File: config.mk
export PLATFORM = sky130hd
export DESIGN_NAME = ram_arbiter
export DESIGN_NICKNAME = d
export VERILOG_FILES = /design/src/rtl/ram_arbiter_pkg.sv /design/src/rtl/ram_arb_ibuf.sv /design/src/rtl/ram_arbiter.sv
export SDC_FILE = /design/constraint.sdc
export NUM_CORES = 1
export LEC_CHECK = 0
export CORE_MARGIN = 1.5
export CORE_UTILIZATION = 41
export CTS_CLUSTER_DIAMETER = 120
export DETAILED_ROUTE_END_ITERATION = 7
export HOLD_SLACK_MARGIN = 0.05
export PLACE_DENSITY_LB_ADDON = 0.08
export RECOVER_POWER = 50
export SYNTH_ARGS = -nofsm -noshare
export SYNTH_HDL_FRONTEND = slang
export SYNTH_HIERARCHICAL = 1
export SYNTH_SLANG_ARGS = --single-unit
File: constraint.sdc
create_clock -name clk_i -period 2.2 [get_ports clk_i]
set_clock_uncertainty 0.2 [all_clocks]
set_input_delay 0.44 -clock clk_i [delete_from_list [all_inputs] [get_ports clk_i]]
set_output_delay 0.44 -clock clk_i [all_outputs]
set_load 0.05 [all_outputs]
File: src/rtl/ram_arbiter_pkg.sv
// Shared types and constants for the instruction/data RAM arbiter.
// Holds the arbiter FSM encoding, wait-counter width and the reset NOP word.
// Imported by ram_arbiter and ram_arb_ibuf.
package ram_arbiter_pkg;

    localparam int          CNT_W    = 3;
    localparam logic [15:0] NOP_INST = 16'h0800;

    typedef enum logic [2:0] {
        ARB_IDLE   = 3'd0,
        ARB_ACC_IF = 3'd1,
        ARB_ACC_RD = 3'd2,
        ARB_ACC_WR = 3'd3,
        ARB_DONE   = 3'd4
    } arb_state_e;

endpackage

File: src/rtl/ram_arb_ibuf.sv
// One-entry instruction fetch buffer (tag = pc, data, valid) with hit compare.
// Lookup is combinational; fill and invalidate take effect on the next cycle.
// No backpressure: the arbiter decides when to fill, invalidate or use a hit.
module ram_arb_ibuf
    import ram_arbiter_pkg::*;
#(
    parameter int ADDR_W = 16,
    parameter int DATA_W = 16
) (
    input  logic              clk_i,
    input  logic              rst_i,
    input  logic [ADDR_W-1:0] lookup_pc_i,
    output logic              hit_o,
    output logic [DATA_W-1:0] data_o,
    input  logic              fill_i,
    input  logic [ADDR_W-1:0] fill_tag_i,
    input  logic [DATA_W-1:0] fill_data_i,
    input  logic              inval_i,
    input  logic [ADDR_W-1:0] inval_addr_i
);

    logic              valid_q, valid_d;
    logic [ADDR_W-1:0] tag_q, tag_d;
    logic [DATA_W-1:0] data_q, data_d;

    // Refill on every RAM fetch; a store that hits the tag kills the entry.
    always_comb begin
        valid_d = valid_q;
        tag_d   = tag_q;
        data_d  = data_q;
        if (fill_i) begin
            valid_d = 1'b1;
            tag_d   = fill_tag_i;
            data_d  = fill_data_i;
        end else if (inval_i && (inval_addr_i == tag_q)) begin
            valid_d = 1'b0;
        end
    end

    // Buffer state registers.
    always_ff @(posedge clk_i) begin
        if (rst_i) begin
            valid_q <= 1'b0;
            tag_q   <= '0;
            data_q  <= '0;
        end else begin
            valid_q <= valid_d;
            tag_q   <= tag_d;
            data_q  <= data_d;
        end
    end

    assign hit_o  = valid_q && (tag_q == lookup_pc_i);
    assign data_o = data_q;

endmodule

File: src/rtl/ram_arbiter.sv
// Shares one single-port RAM between IF fetches and MEM loads/stores, MEM first.
// Latency: accept n, access n+1..n+1+WAIT_CYCLES, done pulse n+2+WAIT_CYCLES.
// Losing/waiting requester is stalled; RAM_ARB_IBUF_EN adds a one-entry fetch buffer.
module ram_arbiter
    import ram_arbiter_pkg::*;
#(
    parameter int WAIT_CYCLES = 1,
    parameter int ADDR_W      = 16,
    parameter int DATA_W      = 16
) (
    input  logic              clk_i,
    input  logic              rst_i,
    input  logic              if_req_i,
    input  logic [ADDR_W-1:0] if_pc_i,
    output logic [DATA_W-1:0] if_inst_o,
    output logic              if_done_o,
    output logic              if_stall_o,
    input  logic              mem_rd_i,
    input  logic              mem_wr_i,
    input  logic [ADDR_W-1:0] mem_addr_i,
    input  logic [DATA_W-1:0] mem_wdata_i,
    output logic [DATA_W-1:0] mem_rdata_o,
    output logic              mem_done_o,
    output logic              mem_stall_o,
    output logic [ADDR_W-1:0] ram_addr_o,
    output logic [DATA_W-1:0] ram_wdata_o,
    input  logic [DATA_W-1:0] ram_rdata_i,
    output logic              ram_oe_o,
    output logic              ram_we_o
);

    localparam logic [CNT_W-1:0] WAIT_CNT = CNT_W'(WAIT_CYCLES);

    arb_state_e        state_q, state_d;
    logic [CNT_W-1:0]  cnt_q, cnt_d;
    logic [ADDR_W-1:0] addr_q, addr_d;
    logic [DATA_W-1:0] wdata_q, wdata_d;
    logic [DATA_W-1:0] if_inst_q, if_inst_d;
    logic [DATA_W-1:0] mem_rdata_q, mem_rdata_d;
    logic              src_if_q, src_if_d;
    logic              buf_hit;
    logic [DATA_W-1:0] buf_data;

`ifdef RAM_ARB_IBUF_EN
    ram_arb_ibuf #(
        .ADDR_W (ADDR_W),
        .DATA_W (DATA_W)
    ) u_ibuf (
        .clk_i        (clk_i),
        .rst_i        (rst_i),
        .lookup_pc_i  (if_pc_i),
        .hit_o        (buf_hit),
        .data_o       (buf_data),
        .fill_i       ((state_q == ARB_ACC_IF) && (cnt_q == '0)),
        .fill_tag_i   (addr_q),
        .fill_data_i  (ram_rdata_i),
        .inval_i      ((state_q == ARB_IDLE) && mem_wr_i),
        .inval_addr_i (mem_addr_i)
    );
`else
    assign buf_hit  = 1'b0;
    assign buf_data = '0;
`endif

    // State register; reset drops any in-flight access.
    always_ff @(posedge clk_i) begin
        if (rst_i) state_q <= ARB_IDLE;
        else       state_q <= state_d;
    end

    // Next state plus latched bus/data values; MEM beats IF, DONE is a turnaround.
    always_comb begin
        state_d     = state_q;
        cnt_d       = cnt_q;
        addr_d      = addr_q;
        wdata_d     = wdata_q;
        if_inst_d   = if_inst_q;
        mem_rdata_d = mem_rdata_q;
        src_if_d    = src_if_q;
        case (state_q)
            ARB_IDLE: begin
                if (mem_rd_i || mem_wr_i) begin
                    state_d  = mem_wr_i ? ARB_ACC_WR : ARB_ACC_RD;
                    addr_d   = mem_addr_i;
                    wdata_d  = mem_wdata_i;
                    cnt_d    = WAIT_CNT;
                    src_if_d = 1'b0;
                end else if (if_req_i) begin
                    src_if_d = 1'b1;
                    if (buf_hit) begin
                        state_d   = ARB_DONE;
                        if_inst_d = buf_data;
                    end else begin
                        state_d = ARB_ACC_IF;
                        addr_d  = if_pc_i;
                        cnt_d   = WAIT_CNT;
                    end
                end
            end
            ARB_ACC_IF, ARB_ACC_RD, ARB_ACC_WR: begin
                if (cnt_q == '0) begin
                    state_d = ARB_DONE;
                    if (state_q == ARB_ACC_IF) if_inst_d   = ram_rdata_i;
                    if (state_q == ARB_ACC_RD) mem_rdata_d = ram_rdata_i;
                end else begin
                    cnt_d = cnt_q - 1'b1;
                end
            end
            default: state_d = ARB_IDLE;
        endcase
    end

    // Datapath registers: bus address/data, wait counter, returned data.
    always_ff @(posedge clk_i) begin
        if (rst_i) begin
            cnt_q       <= '0;
            addr_q      <= '0;
            wdata_q     <= '0;
            if_inst_q   <= DATA_W'(NOP_INST);
            mem_rdata_q <= '0;
            src_if_q    <= 1'b0;
        end else begin
            cnt_q       <= cnt_d;
            addr_q      <= addr_d;
            wdata_q     <= wdata_d;
            if_inst_q   <= if_inst_d;
            mem_rdata_q <= mem_rdata_d;
            src_if_q    <= src_if_d;
        end
    end

    // Strobes from state: OE on every read cycle, WE skips the first write cycle.
    always_comb begin
        ram_oe_o   = (state_q == ARB_ACC_IF) || (state_q == ARB_ACC_RD);
        ram_we_o   = (state_q == ARB_ACC_WR) && ((WAIT_CNT == '0) || (cnt_q != WAIT_CNT));
        if_done_o  = (state_q == ARB_DONE) && src_if_q;
        mem_done_o = (state_q == ARB_DONE) && !src_if_q;
    end

    assign if_stall_o  = if_req_i && !if_done_o;
    assign mem_stall_o = (mem_rd_i || mem_wr_i) && !mem_done_o;
    assign ram_addr_o  = addr_q;
    assign ram_wdata_o = wdata_q;
    assign if_inst_o   = if_inst_q;
    assign mem_rdata_o = mem_rdata_q;

endmodule

## Word level (Yosys, flattened, before mapping)

Index checks and enable logic that the tools add are counted.

| word-level totals | value |
|---|---|
| bits in registers | 71 |
| logic and storage cells | 49 |
| input port bits | 69 |

| operators by class | value |
|---|---|
| equal/unequal tests | 8 |
| reduce and logical (&&, ||, !) cells | 21 |
| add/sub/neg operators | 1 |
| muxes and demuxes | 12 |

Operator list:

| cell | count |
|---|---|
| $mux W16 | 2 |
| $mux W3 | 5 |
| $pmux W3 S2 | 2 |
| $reduce_and A3 Y1 | 3 |
| $eq A3 B2 Y1 const B | 2 |
| $logic_not A3 Y1 | 2 |
| $reduce_and A2 Y1 | 3 |
| $logic_and A1 B1 Y1 | 5 |
| $ne A2 B2 Y1 const B | 2 |
| $reduce_bool A2 Y1 | 2 |
| $eq A3 B1 Y1 const B | 1 |
| $eq A3 B3 Y1 const B | 1 |
| $logic_not A1 Y1 | 3 |
| $mux W1 | 3 |
| $ne A3 B1 Y1 const B | 1 |
| $ne A3 B3 Y1 const B | 1 |
| $reduce_or A3 Y1 | 1 |
| $sub A3 B1 Y3 const B | 1 |
| $logic_or A1 B1 Y1 | 2 |

## Longest topological paths before layout

| logic depth | value |
|---|---|
| word-level depth | 4 |
| mapped depth | 7 |
| mapped depth without buffers | 5 |

## Least setup slack after synthesis

OpenSTA, ideal clock, no wires.

| timing | value |
|---|---|
| path type | reg2out |
| start | register state_q[0] |
| end | output mem_stall_o |
| arrival | 2.933 ns |
| slack | -1.373 ns |
| path buffers | 1 |
| cell stages (with the launch flop) | 4 |
| path through | dfxtp_1 buf_2 nor4b_1 nor2_1 |

| between the ends | value |
|---|---|
| cells in the longest elaborated chain, start to end | 4 |

Ends and longest elaborated chain:

| item | RTL line | RTL |
|---|---|---|
| start: declaration | ram_arbiter.sv:34 | `arb_state_e state_q, state_d;` |
| start signal: assignment | ram_arbiter.sv:68 | `else state_q <= state_d;` |
| $eq A3 B3 Y1 | ram_arbiter.sv:137 | `mem_done_o = (state_q == ARB_DONE) && !src_if_q;` |
| $logic_and A1 B1 Y1 | ram_arbiter.sv:137 |  |
| named net mem_done_o | ram_arbiter.sv:23 | `output logic mem_done_o,` |
| $logic_not A1 Y1 | ram_arbiter.sv:141 | `assign mem_stall_o = (mem_rd_i \|\| mem_wr_i) && !mem_done_o;` |
| $logic_and A1 B1 Y1 | ram_arbiter.sv:141 |  |
| end: declaration | ram_arbiter.sv:24 | `output logic mem_stall_o,` |

The timed path passes the listed nets, and every way through them passes these cells.

## Worst setup path after layout

| timing | value |
|---|---|
| start | register cnt_q[1] |
| end | output ram_we_o |

| between the ends | value |
|---|---|
| cells in the longest elaborated chain, start to end | 2 |

Ends and longest elaborated chain:

| item | RTL line | RTL |
|---|---|---|
| start: declaration | ram_arbiter.sv:35 | `logic [CNT_W-1:0] cnt_q, cnt_d;` |
| start signal: assignment | ram_arbiter.sv:123 | `cnt_q <= cnt_d;` |
| $ne A3 B1 Y1 | ram_arbiter.sv:135 | `ram_we_o = (state_q == ARB_ACC_WR) && ((WAIT_CNT == '0) \|\| (cnt_q != WAIT_CNT));` |
| $logic_and A1 B1 Y1 | ram_arbiter.sv:135 |  |
| end: declaration | ram_arbiter.sv:29 | `output logic ram_we_o` |

No other way between the ends.

==> flow_summary.ini <==
[run_status]
status = complete, no violations

[critical_path]
critical_path_required_ns = 1.56
crit_fanout = 3
endpoint_kind = output port
arrival_ns = 1.53
criticalPathCategory = flip-flop to output port
cp-start-kind = flip-flop

[drt]
detail_route.wl_per_cell_um = 14.24
routed_wl_um = 8474
detail-route-antenna-nets = 0
num_vias = 3147
remaining_drc_errors = 0
dr.pass1.iters = 5
drt-initial-drc-count = 119
vias_per_cell = 5.289

[finish]
drive_above_1_share_pct = 12.30
fillers = 601
area_delta_synth_final_pct = 60.15
antenna_cells = 0
fin_cells = 595
nets = 563
stdcell_area_sq_um = 4817
fin_util_pct = 67.13

[logic_synthesis]
synth.most_common_cell = dfxtp_1
synth_common_cells = dfxtp_1 (71), a21oi_1 (66), nand3_1 (49), o21ai_0 (48), nand2_1 (32)
yosys_warnings = 6
ys_ff_latch = 71
ys_types = 39
synth.area.top_cells = dfxtp_1 (47%), a21oi_1 (11%), nand3_1 (8.2%)
dominantRegCellSynth = dfxtp_1
synth_cells = 361
synth_largest_area_cell = dfxtp_1
synth.top_cell.area_share_pct = 47.25
synth_area_sq_um = 3008
synth.avg_cell_area_sq_um = 8.332
syn_nets = 433
synth_edf_count = 0
ys_seq_area_share_pct = 47.25
async_flop_share_pct = 0

[global_route]
grtUsageTotal_pct = 21.19
antenna_found_initial = 0
grt_pass1_wl_um = 13060
grt_pass1_vias = 2872
grt_max_degree = 42
gr-total-overflow = 0

[sta]
fin_tns_setup_ns = 0
max_freq_ghz = 0.4611
fin_hold_ws_ns = 0.2736
fin_crit_sh_pct = 98.58
final-hold-violation-count = 0
finalSetupViolCount = 0
min_period_ns = 2.169
relSlewSlack_pct = 58.66
slew_violations = 0
tightest_slew_ns = 0.6228

[die]
core_area_sq_um = 7176
die-area_sq_um = 7859
fp-row-count = 31
fp.dieH_um = 88.65
initial_core_util_pct = 41.92
die_w_um = 88.65
boundaryPins = 139

[cts]
root_buffer = clkbuf_8
cts_buffer_depth = 2
htree_levels = 3
cts_sinks = 71
insertion_delay_ns = 0.35
cts_hold_buffers = 0
clk_pin_slew_worst_paths_ns = 0.07
cts_tree = built
cts_buffers = 9

[place]
port_buffers = 138
dp_hpwl_um = 5826
place_area_sq_um = 4596
gp_congestion = 0.7419
dpl.cell_count = 578

[power]
p_per_area_nw_per_um2 = 1013
power.leakage_nw = 1.698
ir_drop_v = 0.0004340

[worst_hold_path]
hold_class = flip-flop to flip-flop

[run]
drv_cap = 0
-- layout by cell type, fill, tap and decap left out, drive strengths merged, types with 4 or more instances in the layout --
| cell type | instances |
|---|---|
| clkbuf | 14 |
| a311oi | 16 |
| nand2 | 32 |
| clkdlybuf4s50 | 127 |
| inv | 4 |
| nand3 | 49 |
| a21oi | 66 |
| o21ai | 50 |
| dfxtp | 71 |
| nor2 | 4 |
| buf | 23 |
-- timing repair --
action | in CTS | in global routing
resized for setup | 1 | 11
pin swaps | 0 | 2
setup endpoints to repair | 5 | 6
buffers inserted | 0 | 1
-- final timing paths --
check	slack, ns	to	start	cells after the start
worst max-delay path	0.03	ram_we_o	cnt_q[1]	5
worst min-delay path	0.27	mem_rdata_o[14]	mem_rdata_o[14]	2
worst max register to register	0.12	if_inst_o[3]	cnt_q[0]	5
worst min register to register	0.27	mem_rdata_o[14]	mem_rdata_o[14]	2
-- sequential cells by signal, indices dropped and copies added, names as in the netlist --
name / cells
src_if_q: 1
mem_rdata_o: 16
state_q: 3
ram_wdata_o: 16
cnt_q: 3
if_inst_o: 16
ram_addr_o: 16
-- worst max-delay path: stages (launching register included) --
cell     delay [ns]
dfxtp_2        0.33
inv_2          0.05
ha_2           0.16
nor2b_4        0.12
nor4b_4        0.34
buf_12         0.18
-- layer usage --
metal	vias to the layer above	track usage (%)	wire length [um]	part of all wire (%)
met5	-	0	0	0
met4	0	9.517	87	1.0
met3	7	5.690	741	8.7
met2	114	34.57	3938	46
met1	1463	26.18	3707	44
li1	1563	-	-	-
-- report_power, final --
group          total, mW  internal (mW)  switching (mW)
Combinational       2.01          0.733            1.27
Sequential          1.61           1.48           0.130
Clock               1.26          0.754           0.510
Total               4.88           2.96            1.91
-- stage by stage --
stage | power, mW | setup slack, ns
2_1_floorplan | 2.959 | -0.04676
3_3_place_gp | 3.649 | 0.08383
3_5_place_dp | 3.675 | 0.04150
4_1_cts | 4.938 | 0.01550
5_1_grt | 5.098 | -0.01094
6_report | 4.878 | 0.03117
-- cell type report --
class,count,area [sq um],area share [%]
Clock buffer,9,123.9,2.571
Clock inverter,7,121.4,2.519
Inverter,4,15.01,0.3117
Multi-Input combinational cell,249,1458,30.26
Sequential cell,71,1428,29.64
Tap cell,99,123.9,2.571
Timing Repair Buffer,156,1548,32.13
-- kinds of logic after synthesis --
| group | count (synthesis) | share of synthesized area (%) |
|---|---|---|
| adders and majority gates | 3 | 1.248 |
| xor gates and xnor gates | 1 | 0.2912 |
| AOI/OAI and AO/OA | 140 | 26.75 |
| DFF | 71 | 47.25 |
| buffers and inverters | 41 | 5.990 |
| and+or+nand+nor | 105 | 18.47 |
No activity file was read; power rests on OpenSTA's default activity.
